### config.mk
export PLATFORM = sky130hd
export DESIGN_NAME = pipe_ctrl
export DESIGN_NICKNAME = d
export VERILOG_FILES = /design/src/rtl/pipe_ctrl.sv
export SDC_FILE = /design/constraint.sdc
export NUM_CORES = 1
export LEC_CHECK = 0
export CAP_MARGIN = 0
export CELL_PAD_IN_SITES_DETAIL_PLACEMENT = 2
export CELL_PAD_IN_SITES_GLOBAL_PLACEMENT = 2
export CORE_MARGIN = 2
export CORE_UTILIZATION = 32
export DETAILED_ROUTE_END_ITERATION = 6
export DONT_BUFFER_PORTS = 1
export PLACE_DENSITY_LB_ADDON = 0.1
export SLEW_MARGIN = 20
export SYNTH_ARGS = -nofsm -noshare
export SYNTH_HDL_FRONTEND = slang
export SYNTH_SLANG_ARGS = --single-unit
### constraint.sdc
create_clock -name clk -period 4.96 [get_ports clk]
set_input_delay 0.496 -clock clk [delete_from_list [all_inputs] [get_ports clk]]
set_output_delay 0.496 -clock clk [all_outputs]
set_load 0.01 [all_outputs]
### src/rtl/pipe_ctrl.sv
// pipe_ctrl: pipeline hazard controller for a 5-stage in-order core.
// Resolves memory stalls, multi-cycle divides, taken jumps and load-use
// hazards into fetch/ID/EX hold and bubble controls. All control outputs
// are combinational from state, divide counter and inputs.
// Optional build macro PIPE_CTRL_PERF_EN adds stall_cnt/flush_cnt counters.
module pipe_ctrl #(
  parameter int DIV_TIMEOUT = 64,
  parameter int CNT_W       = 8
) (
  input  logic        clk,
  input  logic        rst_b,
  input  logic        jump_req_ex,
  input  logic [31:0] jump_addr_ex,
  input  logic        load_use_id,
  input  logic        mem_busy,
  input  logic        div_start,
  input  logic        div_done,
  output logic        jump_ctl,
  output logic [31:0] jump_addr_ctl,
  output logic        hold_ctl,
  output logic        clear_ctl,
  output logic        clear_id_ctl,
  output logic        hold_ex_ctl,
  output logic        div_err,
  output logic [1:0]  o_dbg_state
`ifdef PIPE_CTRL_PERF_EN
  ,
  output logic [31:0] stall_cnt,
  output logic [31:0] flush_cnt
`endif
);

  typedef enum logic [1:0] {
    ST_RUN      = 2'd0,
    ST_DIV_WAIT = 2'd1,
    ST_SHADOW   = 2'd2
  } state_t;

  // Last counter value of a divide wait; the wait lasts at most DIV_TIMEOUT cycles.
  localparam logic [CNT_W-1:0] CNT_LAST = CNT_W'(DIV_TIMEOUT - 1);

  state_t           r_state;
  state_t           w_state_nxt;
  logic [CNT_W-1:0] r_cnt;
  logic [CNT_W-1:0] w_cnt_nxt;
  logic             r_div_err;
  logic             w_div_err_nxt;
  logic             w_jump;
  logic             w_hold;
  logic             w_clear;
  logic             w_clear_id;
  logic             w_hold_ex;

  // State, divide counter and sticky timeout flag
  always_ff @(posedge clk or negedge rst_b) begin
    if (!rst_b) begin
      r_state   <= ST_RUN;
      r_cnt     <= '0;
      r_div_err <= 1'b0;
    end else begin
      r_state   <= w_state_nxt;
      r_cnt     <= w_cnt_nxt;
      r_div_err <= w_div_err_nxt;
    end
  end

  // Next state and controls; mem_busy overrides everything and freezes state
  always_comb begin
    w_state_nxt   = r_state;
    w_cnt_nxt     = r_cnt;
    w_div_err_nxt = r_div_err;
    w_jump        = 1'b0;
    w_hold        = 1'b0;
    w_clear       = 1'b0;
    w_clear_id    = 1'b0;
    w_hold_ex     = 1'b0;
    if (mem_busy) begin
      w_hold    = 1'b1;
      w_hold_ex = 1'b1;
    end else begin
      case (r_state)
        ST_RUN: begin
          if (jump_req_ex) begin
            // A divide issued alongside a taken jump is on the wrong path.
            w_jump      = 1'b1;
            w_clear     = 1'b1;
            w_clear_id  = 1'b1;
            w_state_nxt = ST_SHADOW;
          end else begin
            if (load_use_id) begin
              w_hold     = 1'b1;
              w_clear_id = 1'b1;
            end
            if (div_start) begin
              w_state_nxt = ST_DIV_WAIT;
              w_cnt_nxt   = '0;
            end
          end
        end
        ST_DIV_WAIT: begin
          if (div_done) begin
            w_state_nxt = ST_RUN;
          end else begin
            w_hold    = 1'b1;
            w_hold_ex = 1'b1;
            if (r_cnt == CNT_LAST) begin
              w_state_nxt   = ST_RUN;
              w_div_err_nxt = 1'b1;
            end else begin
              w_cnt_nxt = r_cnt + 1'b1;
            end
          end
        end
        ST_SHADOW: begin
          // Jump shadow: the instructions behind the jump are being discarded.
          w_state_nxt = ST_RUN;
        end
        default: begin
          w_state_nxt = ST_RUN;
        end
      endcase
    end
  end

  // Outputs forced low while reset is asserted
  assign jump_ctl      = rst_b & w_jump;
  assign jump_addr_ctl = jump_ctl ? jump_addr_ex : 32'd0;
  assign hold_ctl      = rst_b & w_hold;
  assign clear_ctl     = rst_b & w_clear;
  assign clear_id_ctl  = rst_b & w_clear_id;
  assign hold_ex_ctl   = rst_b & w_hold_ex;
  assign div_err       = rst_b & r_div_err;
  assign o_dbg_state   = r_state;

`ifdef PIPE_CTRL_PERF_EN
  // Stall and flush event counters, wrapping modulo 2^32
  always_ff @(posedge clk or negedge rst_b) begin
    if (!rst_b) begin
      stall_cnt <= '0;
      flush_cnt <= '0;
    end else begin
      if (hold_ctl) stall_cnt <= stall_cnt + 32'd1;
      if (jump_ctl) flush_cnt <= flush_cnt + 32'd1;
    end
  end
`endif

endmodule

; ---- After elaboration in Yosys (flattened, before gate mapping)
; Cells that the tools add are included.
[op_classes]
bitwise = 7
n_reduce_logical = 5
n_eq_ne = 8
n_addsub = 1
mux = 24
[ops]
columns = operator, n
row1 = 2-to-1 mux 32 bit, 1
row2 = 2-to-1 mux 8 bit, 4
row3 = case mux 8 bit (2 select lines), 1
row4 = 2-to-1 mux 1 bit, 12
row5 = adder 8 x 1 -> 8 bit (second input constant), 1
row6 = equality test 8 x 6 -> 1 bit (second input constant), 1
row7 = 2-to-1 mux 2 bit, 4
row8 = != test 2 bit (second input constant), 4
row9 = != test 3 bit (second input constant), 2
row10 = AND reduction 6 bit, 1
row11 = bitwise AND 1 bit, 5
row12 = case mux 2 bit (2 select lines), 1
row13 = AND reduction 4 bit, 1
row14 = AND reduction 3 bit, 1
row15 = equality test 2 x 1 -> 1 bit (second input constant), 1
row16 = logical NOT 2 bit, 1
row17 = NOT 1 bit, 2
row18 = case mux 1 bit (2 select lines), 1
row19 = nonzero test 2 bit, 1
[totals]
elab_cells = 48
ff_bits = 11
inputBits = 39
output_inout_bits = 40

; ---- Depth between registers and ports, before layout
[depth]
depth_word = 5
ltp_mapped = 5

; ---- Worst setup path after synthesis
; No wires, ideal clock.
[synth_timing]
path_type = register to output
from = reg r_state[1] (netlist: o_dbg_state[1])
to = out jump_addr_ctl[22]
path_buffers = 1
arrival_time_ps = 1546
setup_slack_ps = 2918
stages_incl_launch_ff = 5
cell_sequence = dfrtp_1 > nor3_1 > and3_1 > clkbuf_1 > and2_1
[synth_via]
elab_chain_cells = 5
[synth_rtl]
columns = item, line
row1 = from (decl), 42  ; state_t r_state;
row2 = from (signal assigned), 61  ; r_state <= w_state_nxt;
row3 = logical NOT 2 bit, n/a
row4 = 2-to-1 mux 1 bit (2 in series), n/a
row5 = bitwise AND 1 bit, n/a
row6 = named net clear_ctl, 21  ; output logic clear_ctl,
row7 = 2-to-1 mux 32 bit, 127  ; assign jump_addr_ctl = jump_ctl ? jump_addr_ex : 32'd0;
row8 = to (decl), 19  ; output logic [31:0] jump_addr_ctl,
; The timed path passes the listed nets, and every way through them passes these cells.

; ---- Worst setup path after layout
[layout_timing]
from = reg r_state[0] (netlist: o_dbg_state[0])
to = out jump_addr_ctl[31]
; Same word-level chain as after synthesis.

==> summary.md <==
| Metric | Value |
|---|---|
| Mean Syn Cell Area | `approximately 8.7 µm²` |
| EDFF count, synth | `0` |
| Layout cell share with drive strength beyond 1 | `about 6.9%` |
| Area after DPL | `between 800 and 900 µm²` |
| Status | `completed` |
| Clock Tree Buf Depth | `2` |
| Vias in the first global route | `800` |
| R2R cell count | `5` |
| Gate power share | `approximately 22%` |
| Final Max Slew Viols | `0` |
| Dpl cells | `roughly 130` |
| DRT Wirelength | `2.593 mm` |
| Mapped Cells | `100` |
| Final Hold Vio Count | `0` |
| Worst Path Required | `~4.5 ns` |
| CTS Buf Count | `3` |
| Cell variety after synth | `36` |
| Die height | `56.17 µm` |
| Final ANT Viol Nets | `0` |
| Max_cap viols | `0` |
| Global-route wire length before repair | `4.084 mm` |
| VDD IR max | `roughly 0.00011 V` |
| Fin worst setup slack | `between 2 and 2.5 ns` |
| CTS clock-pin slew for the worst setup and hold paths | `roughly 0.080 ns` |
| Final min period | `about 2.8 ns` |
| Startpoint Class | `flop` |
| Switching share of power | `about a third` |
| Fmax | `about 360 MHz` |
| Sequential cell area fraction in the yosys report | `31.61%` |
| Multi-input gate area | `~570 µm²` |
| DR pass1 iterations | `4` |
| Int Power | `0.1530 mW` |
| Max transition margin | `approximately 40%` |
| RSZ-0062 raised after global routing | `false` |
| Fin cells | `131` |
| Later-pin clock latency in the skew report | `~0.27 ns` |
| # fillers | `295` |
| Die Wd | `approximately 56 µm` |
| Register Area | `about 280 µm²` |
| # rows | `18` |
| DRC | `0` |
| Setup bufs post-CTS | `0` |
| WL/cell | `between 15 and 20 µm` |
| Number of synthesized register bits | `11` |
| Overflow left after global routing | `0` |
| Largest net degree at the start of global routing | `35` |
| Number of H-tree levels | `1` |
| Setup-failing EPs final | `0` |
| Sw Pwr | `approximately 0.073 mW` |
| Pre-CTS WS | `around 2.4 ns` |
| P per Cell Area | `approximately 240 mW/mm²` |
| Initial antenna violation count | `0` |
| Crit end category | `output port` |
| Most common cell in the synthesized netlist | `and2_1` |
| Iteration-0 DRC Markers | `22` |
| CTS tree | `done` |
| Port buffer count | `0` |
| Worst Path Class, Setup | `flop to output port` |
| # resized after CTS | `0` |
| Synth-to-Final Area Change | `6.322%` |
| Die area | `between 0.003 and 0.004 mm²` |
| Flop pwr share | `between 50% and 60%` |
| Synth Net Count | `between 100 and 150` |
| Leakage power figure | `between 0.4 and 0.5 nW` |
| Hold Path Class | `primary input to flop` |
| GR Util All Layers | `around 17%` |
| Worst slew pin tran | `0.8843 ns` |
| Sink Count | `11` |
| Setup TNS | `0 ns` |
| Min-Delay Path Depth | `1` |
| Worst Skew | `0.007480 ns` |
| Starting Density | `approximately a third` |
| Total vias in the final route | `approximately 790` |
| Largest area contributor in the netlist | `dfrtp_1` |
| Antenna Cells | `0` |
| RePlAce Congestion | `slightly below 0.8` |
| CP Max Fanout | `34` |
| Via density | `between 6 and 7` |
| Core area | `around 0.0025 mm²` |
| Asr flop ratio synth | `between 90% and 100%` |
| Top_reg_cell synth | `dfrtp_1` |
| NumNets Final | `142` |
| Synth top area share | `approximately a third` |
| Mapped cell area | `between 800 and 900 µm²` |
| Design area | `925.9 µm²` |
| Clk pwr share | `between 20% and 30%` |
| Final Cycle Share | `56.77%` |
| Clk root buf | `clkbuf_4` |
| CP arrival | `around 2.3 ns` |
| Dpl hpwl | `between 2 and 2.5 mm` |
| Post-synth top cells | `and2_1 (33), dfrtp_1 (11), nand3_1 (4)` |
| Synth area leaders | `dfrtp_1 (32%), and2_1 (24%), a211o_1 (3.0%)` |
| I/O pin count | `79` |
| Synth Warn # | `0` |
[through the flow]
stage / utilization, % / power, mW / hold slack, ns
finish: 36.71 / 0.2262 / 0.3736
global route: 36.71 / 0.2420 / 0.3586
CTS: 36.71 / 0.2303 / 0.3710
detailed placement: 35.27 / 0.1644 / 0.2008
global placement: 35.27 / 0.1630 / 0.2007
floorplan: - / 0.1544 / 0.2004
[flip-flops by register name, indices dropped and copies added, names as in the netlist]
register and count:
r_cnt 8, o_dbg_state 2, r_div_err 1
[cells in the final DEF, fill, tap and decap left out, types with 2 or more instances in the layout]
cell	synthesis	layout
a22o_1	3	3
nand3_1	4	4
and2_1	33	33
clkbuf_4	0	3
nor2_1	2	2
a21o_1	3	3
a211o_1	3	3
a21oi_1	2	2
nand2_1	3	3
nor3_1	3	3
and3_1	3	3
o21a_1	2	2
dfrtp_1	11	11
inv_1	3	3
[kinds of logic (layout without fill, tap and decap cells)]
group | after synthesis | count (layout) | share of synthesized area [%]
AND/OR/NAND/NOR | 58 | 58 | 40.81
AO/OA/AOI/OAI | 21 | 21 | 20.40
flip-flops | 11 | 11 | 31.61
buffers and inverters | 7 | 8 | 3.448
adder cells (fa/ha/maj) | 1 | 1 | 1.437
XOR/XNOR | 1 | 1 | 1.006
multiplexers | 1 | 1 | 1.293
[repair_timing]
item,CTS,global route
endpoints found under the setup margin,0,0
hold endpoints to repair,11,0
hold buffers,1,0
[worst paths after layout]
kind / from / end / slack, ns
hold / removal: jump_req_ex / o_dbg_state[1] / 0.37
min in group asynchronous: rst_b / r_cnt[6] / 0.64
hold reg to reg: r_div_err / r_div_err / 0.46
setup / recovery: o_dbg_state[0] / jump_addr_ctl[31] / 2.14
setup reg to reg: r_cnt[0] / r_cnt[3] / 2.92
max in group asynchronous: rst_b / r_cnt[0] / 3.96
[worst max-delay path, cell delays in order, from the launching register on]
cell,delay (ns)
dfrtp_1,0.49
nor3_1,0.42
and3_1,0.81
and2_1,0.33
[layer usage]
metal | track usage (%) | vias up | share of wire (%)
met4 | 4.082 | 0 | 0.39
met1 | 18.53 | 384 | 39
met5 | 0 | - | 0
met3 | 5.814 | 2 | 8.9
li1 | - | 358 | -
met2 | 29.75 | 48 | 52
[power by group through the flow]
stage | combinational (mW) | clock, mW | sequential [mW]
finish | 0.0490 | 0.0620 | 0.115
global route | 0.0541 | 0.0709 | 0.117
CTS | 0.0503 | 0.0647 | 0.115
detailed placement | 0.0475 | 0 | 0.117
global placement | 0.0465 | 0 | 0.116
floorplan | 0.0412 | 0 | 0.113
[final cells by class]
type,count,share of cell area (%)
Timing Repair Buffer,1,1.081
Clock buffer,4,2.838
Sequential cell,11,29.73
Multi-Input combinational cell,82,61.08
Tap cell,30,4.054
Inverter,3,1.216
Note: power is estimated with default switching activity, not from simulation.
